### src/rtl/adc_frame_packer.sv
// ADC sample-pair frame packer feeding uart_tx via start_tx/tx_busy.
// Define ADC_FRAME_CHECKSUM_EN to append an XOR checksum byte (5-byte frame).
module adc_frame_packer #(
  parameter logic [7:0] HEADER       = 8'hA5,
  parameter int         BUSY_TIMEOUT = 16
) (
  input  logic        clk,
  input  logic        reset,
  input  logic        sample_valid,
  input  logic [11:0] ch1,
  input  logic [11:0] ch2,
  input  logic        tx_busy,
  output logic [7:0]  data_to_tx,
  output logic        start_tx,
  output logic        frame_busy,
  output logic        frame_done,
  output logic        overrun,
  output logic        tx_timeout
);

`ifdef ADC_FRAME_CHECKSUM_EN
  localparam logic [2:0] LAST = 3'd4;
`else
  localparam logic [2:0] LAST = 3'd3;
`endif
  localparam int TW = $clog2(BUSY_TIMEOUT + 1);
  localparam logic [TW-1:0] TO_MAX = TW'(BUSY_TIMEOUT - 1);

  typedef enum logic [2:0] {
    IDLE,
    LOAD,
    START,
    WAIT_HI,
    WAIT_LO
  } state_t;

  state_t state, state_n;

  logic [11:0]   ch1_q, ch2_q;
  logic [2:0]    idx;
  logic [TW-1:0] tmo_cnt;
  logic [7:0]    byte_sel;
  logic          capture, idx_inc, done, tmo_hit;

  always_comb begin
    state_n = state;
    capture = 1'b0;
    idx_inc = 1'b0;
    done    = 1'b0;
    tmo_hit = 1'b0;
    unique case (state)
      IDLE: begin
        if (sample_valid) begin
          capture = 1'b1;
          state_n = LOAD;
        end
      end
      LOAD:  state_n = START;
      START: state_n = WAIT_HI;
      WAIT_HI: begin
        if (tx_busy) begin
          state_n = WAIT_LO;
        end else if (tmo_cnt == TO_MAX) begin
          // uart never acknowledged: count the byte as sent
          tmo_hit = 1'b1;
          state_n = WAIT_LO;
        end
      end
      WAIT_LO: begin
        if (!tx_busy) begin
          if (idx == LAST) begin
            done = 1'b1;
            if (sample_valid) begin
              capture = 1'b1;
              state_n = LOAD;
            end else begin
              state_n = IDLE;
            end
          end else begin
            idx_inc = 1'b1;
            state_n = LOAD;
          end
        end
      end
      default: state_n = IDLE;
    endcase
  end

  always_comb begin
    byte_sel = HEADER;
    case (idx)
      3'd0: byte_sel = HEADER;
      3'd1: byte_sel = ch1_q[11:4];
      3'd2: byte_sel = {ch1_q[3:0], ch2_q[11:8]};
      3'd3: byte_sel = ch2_q[7:0];
`ifdef ADC_FRAME_CHECKSUM_EN
      3'd4: byte_sel = HEADER ^ ch1_q[11:4]
                     ^ {ch1_q[3:0], ch2_q[11:8]}
                     ^ ch2_q[7:0];
`endif
      default: byte_sel = HEADER;
    endcase
  end

  always_ff @(posedge clk or posedge reset) begin
    if (reset) begin
      state      <= IDLE;
      ch1_q      <= '0;
      ch2_q      <= '0;
      idx        <= '0;
      tmo_cnt    <= '0;
      data_to_tx <= '0;
      frame_busy <= 1'b0;
      overrun    <= 1'b0;
      tx_timeout <= 1'b0;
    end else begin
      state <= state_n;
      if (capture) begin
        ch1_q <= ch1;
        ch2_q <= ch2;
        idx   <= '0;
      end else if (idx_inc) begin
        idx <= idx + 1'b1;
      end
      if (state == LOAD) begin
        data_to_tx <= byte_sel;
      end
      if (state == START) begin
        tmo_cnt <= '0;
      end else if (state == WAIT_HI && !tx_busy && !tmo_hit) begin
        tmo_cnt <= tmo_cnt + 1'b1;
      end
      frame_busy <= (state_n != IDLE);
      if (tmo_hit) begin
        tx_timeout <= 1'b1;
      end
      if (sample_valid && state != IDLE && !capture) begin
        overrun <= 1'b1;
      end
    end
  end

  assign start_tx   = (state == START);
  assign frame_done = done;

endmodule
### config.mk
export PLATFORM = sky130hd
export DESIGN_NAME = adc_frame_packer
export DESIGN_NICKNAME = d
export VERILOG_FILES = /design/src/rtl/adc_frame_packer.sv
export SDC_FILE = /design/constraint.sdc
export NUM_CORES = 1
export LEC_CHECK = 0
export ABC_AREA = 1
export CAP_MARGIN = 30
export CORE_MARGIN = 8
export CORE_UTILIZATION = 49
export CTS_BUF_LIST = sky130_fd_sc_hd__clkbuf_4 sky130_fd_sc_hd__clkbuf_8
export CTS_CLUSTER_DIAMETER = 40
export DETAILED_ROUTE_END_ITERATION = 12
export PLACE_DENSITY = 0.76
export SYNTH_ARGS = -nofsm -noshare
export SYNTH_HDL_FRONTEND = slang
export SYNTH_SLANG_ARGS = --single-unit
export TNS_END_PERCENT = 50
### constraint.sdc
create_clock -name clk -period 1.5 [get_ports clk]
set_input_delay 0.3 -clock clk [delete_from_list [all_inputs] [get_ports clk]]
set_output_delay 0.3 -clock clk [all_outputs]
set_load 0.005 [all_outputs]
==> results_dict.tcl, run 1 <==
set metrics [dict create \
    status "finished with violations" \
    violations "setup timing" \
    tightest_slew_ns 0.3636 \
    place_ws_ns -0.2391 \
    htree_num_levels 2 \
    cp-end-kind "output pin" \
    finClkSkew_ns 0.01207 \
    cts_tree "built" \
    die_h_um 84.17 \
    clk_pin_slew_ns 0.09 \
    synth_top_area_cell "dfrtp_1" \
    synth_area_leaders "dfrtp_1, nand2_1, nand3_1" \
    critical_path.max_stage_delay_ns 0.42 \
    wl_met1_mm 2.636 \
    syn_avg_cell_area_um2 7.880 \
    yosysMostFrequentCell "nand2_1" \
    rsz0062_at_grt "yes" \
    drive_above_1_share 0.3172 \
    cts_root_buf "clkbuf_8" \
    synth_ff_type "dfrtp_1" \
    placed_cells 403 \
    antenna_found_initial 0 \
    area_growth_pct 51.54 \
    yosysWarnings 0 \
    cap_violations 0 \
    grt_pass1_vias 2135 \
    r2r-start "idx[0]" \
    cts_buffer_depth 2 \
    wl_met3_um 346 \
    synth_cells 289 \
    synth_area_um2 2277 \
    drc 0 \
    async_reset_ff_frac 1.000 \
    nets 407 \
    num_rows 25 \
    hold_viol 0 \
    ys_ff_latch 46 \
    hold_class "primary input to asynchronous set/reset pin" \
    crit_start "state[1]" \
    max_freq_mhz 618.1 \
    gr-total-overflow 0 \
    period_minus_slack_ns 1.618 \
    p_leak_uw 0.001780 \
    crit_chain "buf_6 > nor2_4 > nand2_2 > nor3_2 > buf_2" \
    core-area_um2 4598 \
    gp_congestion 0.8609 \
    yosysSeqAreaShare 0.5055 \
    worstPathMaxFanout 2 \
    die_area_um2 7085 \
    layout.cells.non_filler 426 \
    ir_drop_mv 0.9077 \
    insertedDiodeCount 0 \
    setup_viol 29 \
    clock_latency_ns 0.31 \
    dp_hpwl_mm 4.012 \
    portBuffers 40 \
    hold_buffers 0 \
    power_density_nw_per_um2 1640 \
    grtUsageTotal 0.1698 \
    crit_family "flip-flops" \
    crit_type "flop to output pin" \
    post-route-util 0.7505 \
    relSlewSlack 0.7561 \
    wl_met2_mm 3.349 \
    p_clk_frac 0.135 \
    ys_types 24 \
    crit_buf_inv 2 \
    synth.top_cell.area_share 0.5055 \
    vias 2221 \
    reg2reg_slack_ns -0.09 \
    cts_sinks 46 \
    p_seq_frac 0.359 \
    die_x_um 84.17 \
    drtIter0Drc 242 \
    crit_slowest_cell "dfrtp_1" \
    fin_ws_ns -0.1179 \
    ios 41 \
    routed.top_layer "met4" \
    wl_per_cell_um 15.19 \
    viasPerCell 5.214 \
    swShare 0.3932 \
    grt_max_degree 22 \
    worstPathRequired_ns 1.20 \
    firstDrtPassIters 4 \
    initial_core_util 0.4952 \
    start_kind "flop" \
    worstPathArrival_ns 1.32 \
    drt-total-wl_mm 6.473 \
    synth-edff-count 0 \
    num-fill-cells 330 \
    numCtsBuffers 5 \
    p_sw_uw 2226 \
    post-route-period-util 1.079 \
    synth_nets 323 \
    comb_power_share 0.506 \
    grt_pass1_wl_mm 9.970 \
    maxSlewViolCount 0 \
    synthTopCellsByCount "nand2_1, nand3_1, dfrtp_1" \
    internal_power_uw 3435 \
    ant_nets 0 \
]
==> placed cells by master, fill, tap and decap left out <==
master / synthesis / routed
nand3_1: 49 / 39
o21bai_1: 1 / 1
nand4_1: 2 / 2
buf_2: 3 / 2
nand2_4: 1 / 3
nand2_8: 0 / 3
clkbuf_8: 0 / 6
buf_12: 0 / 3
nand3_2: 0 / 9
dfrtp_1: 46 / 46
nor2_2: 1 / 4
o21ai_4: 1 / 2
inv_2: 4 / 8
buf_4: 3 / 31
nand3_4: 0 / 1
nor3_4: 1 / 1
o21ai_1: 1 / 2
o21ai_2: 1 / 1
ha_4: 0 / 2
nor3_2: 0 / 1
clkbuf_16: 0 / 1
nor2_4: 1 / 7
dlymetal6s2s_1: 0 / 2
nand2_1: 111 / 91
buf_6: 2 / 8
ha_2: 0 / 4
inv_4: 0 / 2
nor2_1: 22 / 13
or2_2: 1 / 1
a21o_1: 1 / 1
clkinv_1: 0 / 1
clkdlybuf4s50_1: 0 / 36
nand2_2: 1 / 18
inv_1: 27 / 20
==> flip-flops by register name (all words and copies together) (netlist names) <==
name        cells
ch2_q          12
tx_timeout      1
overrun         1
frame_busy      1
data_to_tx      8
ch1_q          12
state           3
idx             3
tmo_cnt         5
==> cell families after synthesis <==
| logic type | synth area share |
|---|---|
| DFF | 0.5055 |
| buffers and inverters | 0.07747 |
| and+or+nand+nor | 0.3599 |
| adders and majority gates | 0.03297 |
| AOI/OAI and AO/OA | 0.02418 |
==> per-stage QoR <==
step / hold WS [ns] / power, uW / instance area, um2 / TNS, ns
after detailed placement: 0.4464 / 4064 / 2940 / -3.162
after global placement: 0.4539 / 3989 / 2940 / -2.105
after floorplan: 0.4206 / 3164 / 2307 / -0.3939
after CTS: 0.2290 / 5121 / 3193 / -0.1911
final: 0.2180 / 5661 / 3451 / -1.135
after global routing: 0.2483 / 6066 / 3451 / -4.101
==> path summary, 6_finish.rpt <==
check                             end  depth (start not counted)
setup / recovery           frame_done                          5
hold / removal             tmo_cnt[2]                          2
setup reg to reg              overrun                          9
hold reg to reg               overrun                          1
max in group asynchronous    ch1_q[7]                          3
min in group clk              overrun                          1
==> what timing repair did <==
item,CTS,global route
endpoints found under the setup margin,36,47
pin swaps,11,22
buffers inserted,10,3
resized for setup,30,59
gates cloned,2,2
==> routing by layer <==
metal | global-route usage | vias up
met2 | 0.2765 | 83
li1 | - | 1076
met1 | 0.2098 | 1048
met3 | 0.04743 | 14
met5 | 0 | -
met4 | 0.05808 | 0
==> cell type report <==
class	count	area, um2	area share
multi-input cells	206	1225	0.3550
flip-flops and latches	46	1151	0.3336
repair buffers	83	803.3	0.2328
inverters	31	121.4	0.03517
clock buffers	6	82.58	0.02393
well taps	54	67.56	0.01958
==> power by group through the flow <==
stage	Sequential (uW)	Clock [uW]	Combinational, uW
global placement	2000	0	1990
global route	2090	820	3160
CTS	2000	770	2350
floorplan	2010	0	1160
detailed placement	2020	0	2040
finish	2030	764	2860
No activity file was read; power rests on OpenSTA's default activity.
==> run 2, diff against run 1 <==
CORE_UTILIZATION = 53   (was 49)
CTS_CLUSTER_DIAMETER = not set   (was 40)
PLACE_DENSITY = 0.78   (was 0.76)
SKIP_LAST_GASP = 1   (was not set)
clock period = 1.7 ns   (was 1.5 ns; I/O delays follow)
==> results_dict.tcl, run 2 (synthesized netlist as in run 1, its figures left out) <==
set metrics [dict create \
    crit_type "flop to output pin" \
    finClkSkew_ns 0.006757 \
    final_cell_mix "nand2_1, nand3_1, dfrtp_1, clkdlybuf4s50_1, inv_1" \
    cp-end-kind "output pin" \
    status "finished clean" \
    hold_buffers 0 \
    numCtsBuffers 5 \
    gr-total-overflow 0 \
    p_clk_frac 0.164 \
    power_density_nw_per_um2 1419 \
    area_growth_pct 33.41 \
    initial_core_util 0.5378 \
    ant_nets 0 \
    relSlewSlack 0.6152 \
    cpMostUsedCell "ha_4" \
    reg2reg_slack_ns 0.11 \
    core-area_um2 4234 \
    post-route-period-util 0.9638 \
    vias 1992 \
    hold_class "primary input to asynchronous set/reset pin" \
    drc 0 \
    cts_sinks 46 \
    gp_congestion 0.8409 \
    crit_slowest_cell "dfrtp_1" \
    maxSlewViolCount 0 \
    fin_ws_ns 0.06151 \
    clock_latency_ns 0.30 \
    comb_power_share 0.425 \
    grtUsageTotal 0.1717 \
    r2r_cells 8 \
    viasPerCell 4.919 \
    grt_max_degree 28 \
    final_common_cell "nand2_1" \
    worstPathRequired_ns 1.36 \
    worstPathMaxFanout 2 \
    tightest_slew_ns 0.5736 \
    critical_path.max_stage_delay_ns 0.40 \
    htree_num_levels 2 \
    num_rows 24 \
    cts_root_buf "clkbuf_8" \
    max_freq_mhz 610.3 \
    cts_buffer_depth 2 \
    antenna_found_initial 0 \
    die_area_um2 6650 \
    rr_endpoint "idx[0]" \
    crit_buf_inv 2 \
    portBuffers 40 \
    nets 386 \
    internal_power_uw 2705 \
    cap_violations 0 \
    grt_pass1_wl_mm 8.866 \
    holdWs_ns 0.3319 \
    p_leak_uw 0.001611 \
    ir_drop_mv 0.7709 \
    worstPathArrival_ns 1.30 \
    place_ws_ns -0.1180 \
    drt-total-wl_mm 5.327 \
    setup_viol 0 \
    grt_pass1_vias 2020 \
    die_x_um 81.55 \
    start_kind "flop" \
    p_seq_frac 0.411 \
    rsz0062_at_grt "yes" \
    period_minus_slack_ns 1.638 \
    wl_per_cell_um 13.15 \
    crit_family "flip-flops" \
    die_h_um 81.55 \
    insertedDiodeCount 0 \
    top_regs "ch1_q (12), ch2_q (12), data_to_tx (8)" \
    cts_tree "built" \
    clk_pin_slew_ns 0.08 \
    placed_cells 394 \
    layout.cells.non_filler 405 \
    drtIter0Drc 99 \
    drive_above_1_share 0.1501 \
    swShare 0.3725 \
    ios 41 \
    hold_viol 0 \
    p_sw_uw 1606 \
    r2r-start "idx[0]" \
    firstDrtPassIters 4 \
    setup_tns_ns 0 \
    crit_chain "ha_4 > ha_4 > inv_2 > nor3_2 > buf_2" \
    dp_hpwl_mm 3.961 \
]
-- run 2: cell types whose count changed in the layout (fill, tap and decap cells not counted), moves of 8 or more --
cell / previous run / this run
nand2_1: 91 / 110
nand2_2: 18 / 2
nand3_1: 39 / 49
buf_4: 31 / 22
nand3_2: 9 / 0
buf_6: 8 / 0
-- run 2: power by group through the flow --
| stage | Clock, uW | Combinational, uW | Sequential (uW) |
|---|---|---|---|
| 2_1_floorplan | 0 | 1020 | 1770 |
| 3_3_place_gp | 0 | 1680 | 1770 |
| 3_5_place_dp | 0 | 1720 | 1800 |
| 4_1_cts | 712 | 1810 | 1760 |
| 5_1_grt | 763 | 2060 | 1820 |
| 6_report | 708 | 1830 | 1770 |
-- run 2: area by class of cell --
type	instances	area, um2
Sequential cell	46	1152
Inverter	31	116.4
Timing Repair Buffer	64	599.3
Clock inverter	1	5.005
Clock buffer	7	90.09
Tap cell	52	65.06
Multi-Input combinational cell	204	1010
Fill cell	344	1196
-- run 2: through the flow --
step | utilization | instance area (um2) | power [uW]
2_1_floorplan | - | 2277 | 2790
3_3_place_gp | 0.6767 | 2865 | 3455
3_5_place_dp | 0.6767 | 2865 | 3512
4_1_cts | 0.7069 | 2993 | 4283
5_1_grt | 0.7175 | 3038 | 4650
6_report | 0.7175 | 3038 | 4311
-- run 2: worst max-delay path by stage --
stage / endpoint / slack, ns / start / depth (start not counted)
after floorplan: ch1_q[11] / 0.10 / idx[2] / 10
after global placement: frame_done / -0.11 / tx_busy / 3
after detailed placement: frame_done / -0.12 / tx_busy / 3
after CTS: frame_done / -0.13 / idx[1] / 5
after global routing: frame_done / -0.008 / idx[0] / 5
final: frame_done / 0.06 / idx[0] / 5
-- run 2: what timing repair did --
item                                    in CTS  in global routing
setup buffers                                3                  0
endpoints found under the setup margin       5                 16
gates resized for setup                      7                 12
-- run 2: routing by layer --
| layer | GRT usage | vias to the layer above | share of wire |
|---|---|---|---|
| li1 | - | 1033 | - |
| met1 | 0.1969 | 911 | 0.43 |
| met2 | 0.3007 | 40 | 0.51 |
| met3 | 0.05361 | 8 | 0.051 |
| met4 | 0.04821 | 0 | 0.012 |
| met5 | 0 | - | 0 |
-- run 2: worst reg2reg max path, stage by stage, from the launching register on --
cell,delay [ns]
dfrtp_1,0.40
ha_4,0.16
ha_4,0.13
inv_2,0.04
buf_4,0.15
o21ai_4,0.20
nand2_4,0.22
nand2_1,0.15
nor2_1,0.05
==> run 3, diff against run 2 <==
CORE_UTILIZATION = 30   (was 53)
PLACE_DENSITY = 0.49   (was 0.78)
clock period = 1.6 ns   (was 1.7 ns; I/O delays follow)
==> results_dict.tcl, run 3 (synthesized netlist as in run 1, its figures left out) <==
set metrics [dict create \
    grt_pass1_vias 2069 \
    internal_power_uw 3294 \
    cts_tree "built" \
    reg2reg_slack_ns -0.01 \
    drtIter0Drc 94 \
    period_minus_slack_ns 1.635 \
    top_regs "ch1_q (12), ch2_q (12), data_to_tx (8)" \
    initial_core_util 0.3123 \
    final_common_cell "nand2_1" \
    drive_above_1_share 0.2581 \
    final_cell_mix "nand2_1, nand3_1, dfrtp_1, clkdlybuf4s50_1, buf_4" \
    power_density_nw_per_um2 1538 \
    tightest_slew_ns 0.3046 \
    p_seq_frac 0.361 \
    die_x_um 103.1 \
    setup_viol 8 \
    crit_type "flop to output pin" \
    start_kind "flop" \
    max_freq_mhz 611.8 \
    die_area_um2 10630 \
    p_leak_uw 0.001734 \
    ir_drop_mv 0.6194 \
    viasPerCell 4.391 \
    num-fill-cells 758 \
    cap_violations 0 \
    maxSlewViolCount 0 \
    rsz0062_at_grt "yes" \
    gr-total-overflow 0 \
    grtUsageTotal 0.1160 \
    worstPathMaxFanout 2 \
    area_growth_pct 49.51 \
    hold_viol 0 \
    numCtsBuffers 5 \
    vias 2068 \
    clock_latency_ns 0.30 \
    multi_input_area_um2 1111 \
    cp-end-kind "output pin" \
    comb_power_share 0.469 \
    ios 41 \
    clk_pin_slew_ns 0.09 \
    post-route-period-util 1.022 \
    relSlewSlack 0.7963 \
    fin_ws_ns -0.03459 \
    cts_sinks 46 \
    cts_root_buf "clkbuf_8" \
    die_h_um 103.1 \
    regArea_um2 1151 \
    nets 405 \
    grt_max_degree 31 \
    hold_buffers 0 \
    gp_congestion 0.7977 \
    firstDrtPassIters 4 \
    ant_nets 0 \
    htree_num_levels 2 \
    swShare 0.3708 \
    antenna_found_initial 0 \
    cts_buffer_depth 2 \
    place_ws_ns -0.1814 \
    portBuffers 40 \
    total_power_uw 5235 \
    hold_class "primary input to asynchronous set/reset pin" \
    violations "setup timing" \
    status "finished with violations" \
    drc 0 \
    p_sw_uw 1941 \
    grt_pass1_wl_mm 9.666 \
    core-area_um2 7292 \
    finClkSkew_ns 0.006894 \
    num_rows 31 \
    worstPathRequired_ns 1.28 \
    wl_per_cell_um 13.28 \
    dp_hpwl_mm 4.289 \
    p_clk_frac 0.169 \
    worstPathArrival_ns 1.31 \
    insertedDiodeCount 0 \
    drt-total-wl_mm 6.253 \
]
## run 3: changes by cell type in the layout (fill, tap and decap cells not counted), moves of 2 or more
cell | before | now
clkinvlp_4 | 0 | 2
buf_4 | 22 | 32
ha_2 | 0 | 3
nand2_2 | 2 | 16
nand3_1 | 49 | 46
nor2_4 | 5 | 3
nor2_1 | 19 | 16
buf_12 | 2 | 4
nor2_2 | 0 | 5
nand3_2 | 0 | 3
ha_1 | 4 | 2
nand2_8 | 0 | 2
nand2_1 | 110 | 95
buf_6 | 0 | 3
## run 3: power by group through the flow
stage,Sequential (uW),Clock [uW],Combinational (uW)
2_1_floorplan,1880,0,1080
3_3_place_gp,1900,0,1940
3_5_place_dp,1910,0,1950
4_1_cts,1880,921,2040
5_1_grt,1950,958,2760
6_report,1890,886,2460
## run 3: worst paths after layout
path / start / endpoint / cells after the start
worst max register to register: idx[1] / ch1_q[8] / 9
worst min register to register: overrun / overrun / 1
worst min-delay path: reset / data_to_tx[1] / 3
max in group asynchronous: reset / idx[2] / 3
min in group clk: overrun / overrun / 1
worst max-delay path: idx[1] / frame_done / 5
## run 3: worst max-delay path: stages, from the launching register on
cell and delay (ns):
dfrtp_1 0.36, ha_2 0.20, ha_4 0.14, inv_2 0.04
nor3_2 0.15, buf_2 0.13
## run 3: area by class of cell
type / count / area share
sequential: 46 / 0.3381
timing repair buffer: 81 / 0.2315
clock buffer: 5 / 0.02021
multi-input combinational: 206 / 0.3264
clock inverter: 3 / 0.01323
inverter: 31 / 0.03418
tap: 99 / 0.03638
## run 3: per-layer routing
metal / GRT usage / vias up / wire, um
met2: 0.1950 / 34 / 3044
met1: 0.1450 / 960 / 2873
met4: 0.02670 / 0 / 36
li1: - / 1070 / -
met3: 0.02971 / 4 / 298
met5: 0 / - / 0
## run 3: metrics by stage
stage               area (um2)  hold slack [ns]  std cells  setup TNS (ns)  utilization
CTS                       3134           0.3520        461         -0.2161       0.4298
finish                    3405           0.3538        471        -0.06015       0.4669
global placement          2979           0.4551        450          -1.664       0.4085
global route              3405           0.3701        471          -2.535       0.4669
detailed placement        2979           0.4441        450          -1.986       0.4085
floorplan                 2277           0.4406        289               0            -
## run 3: repair_timing
item	CTS	global route
gates cloned	0	3
setup endpoints to repair	6	37
buffers inserted	3	7
pin swaps	4	14
endpoints found under the hold margin	0	0
gates resized for setup	9	44
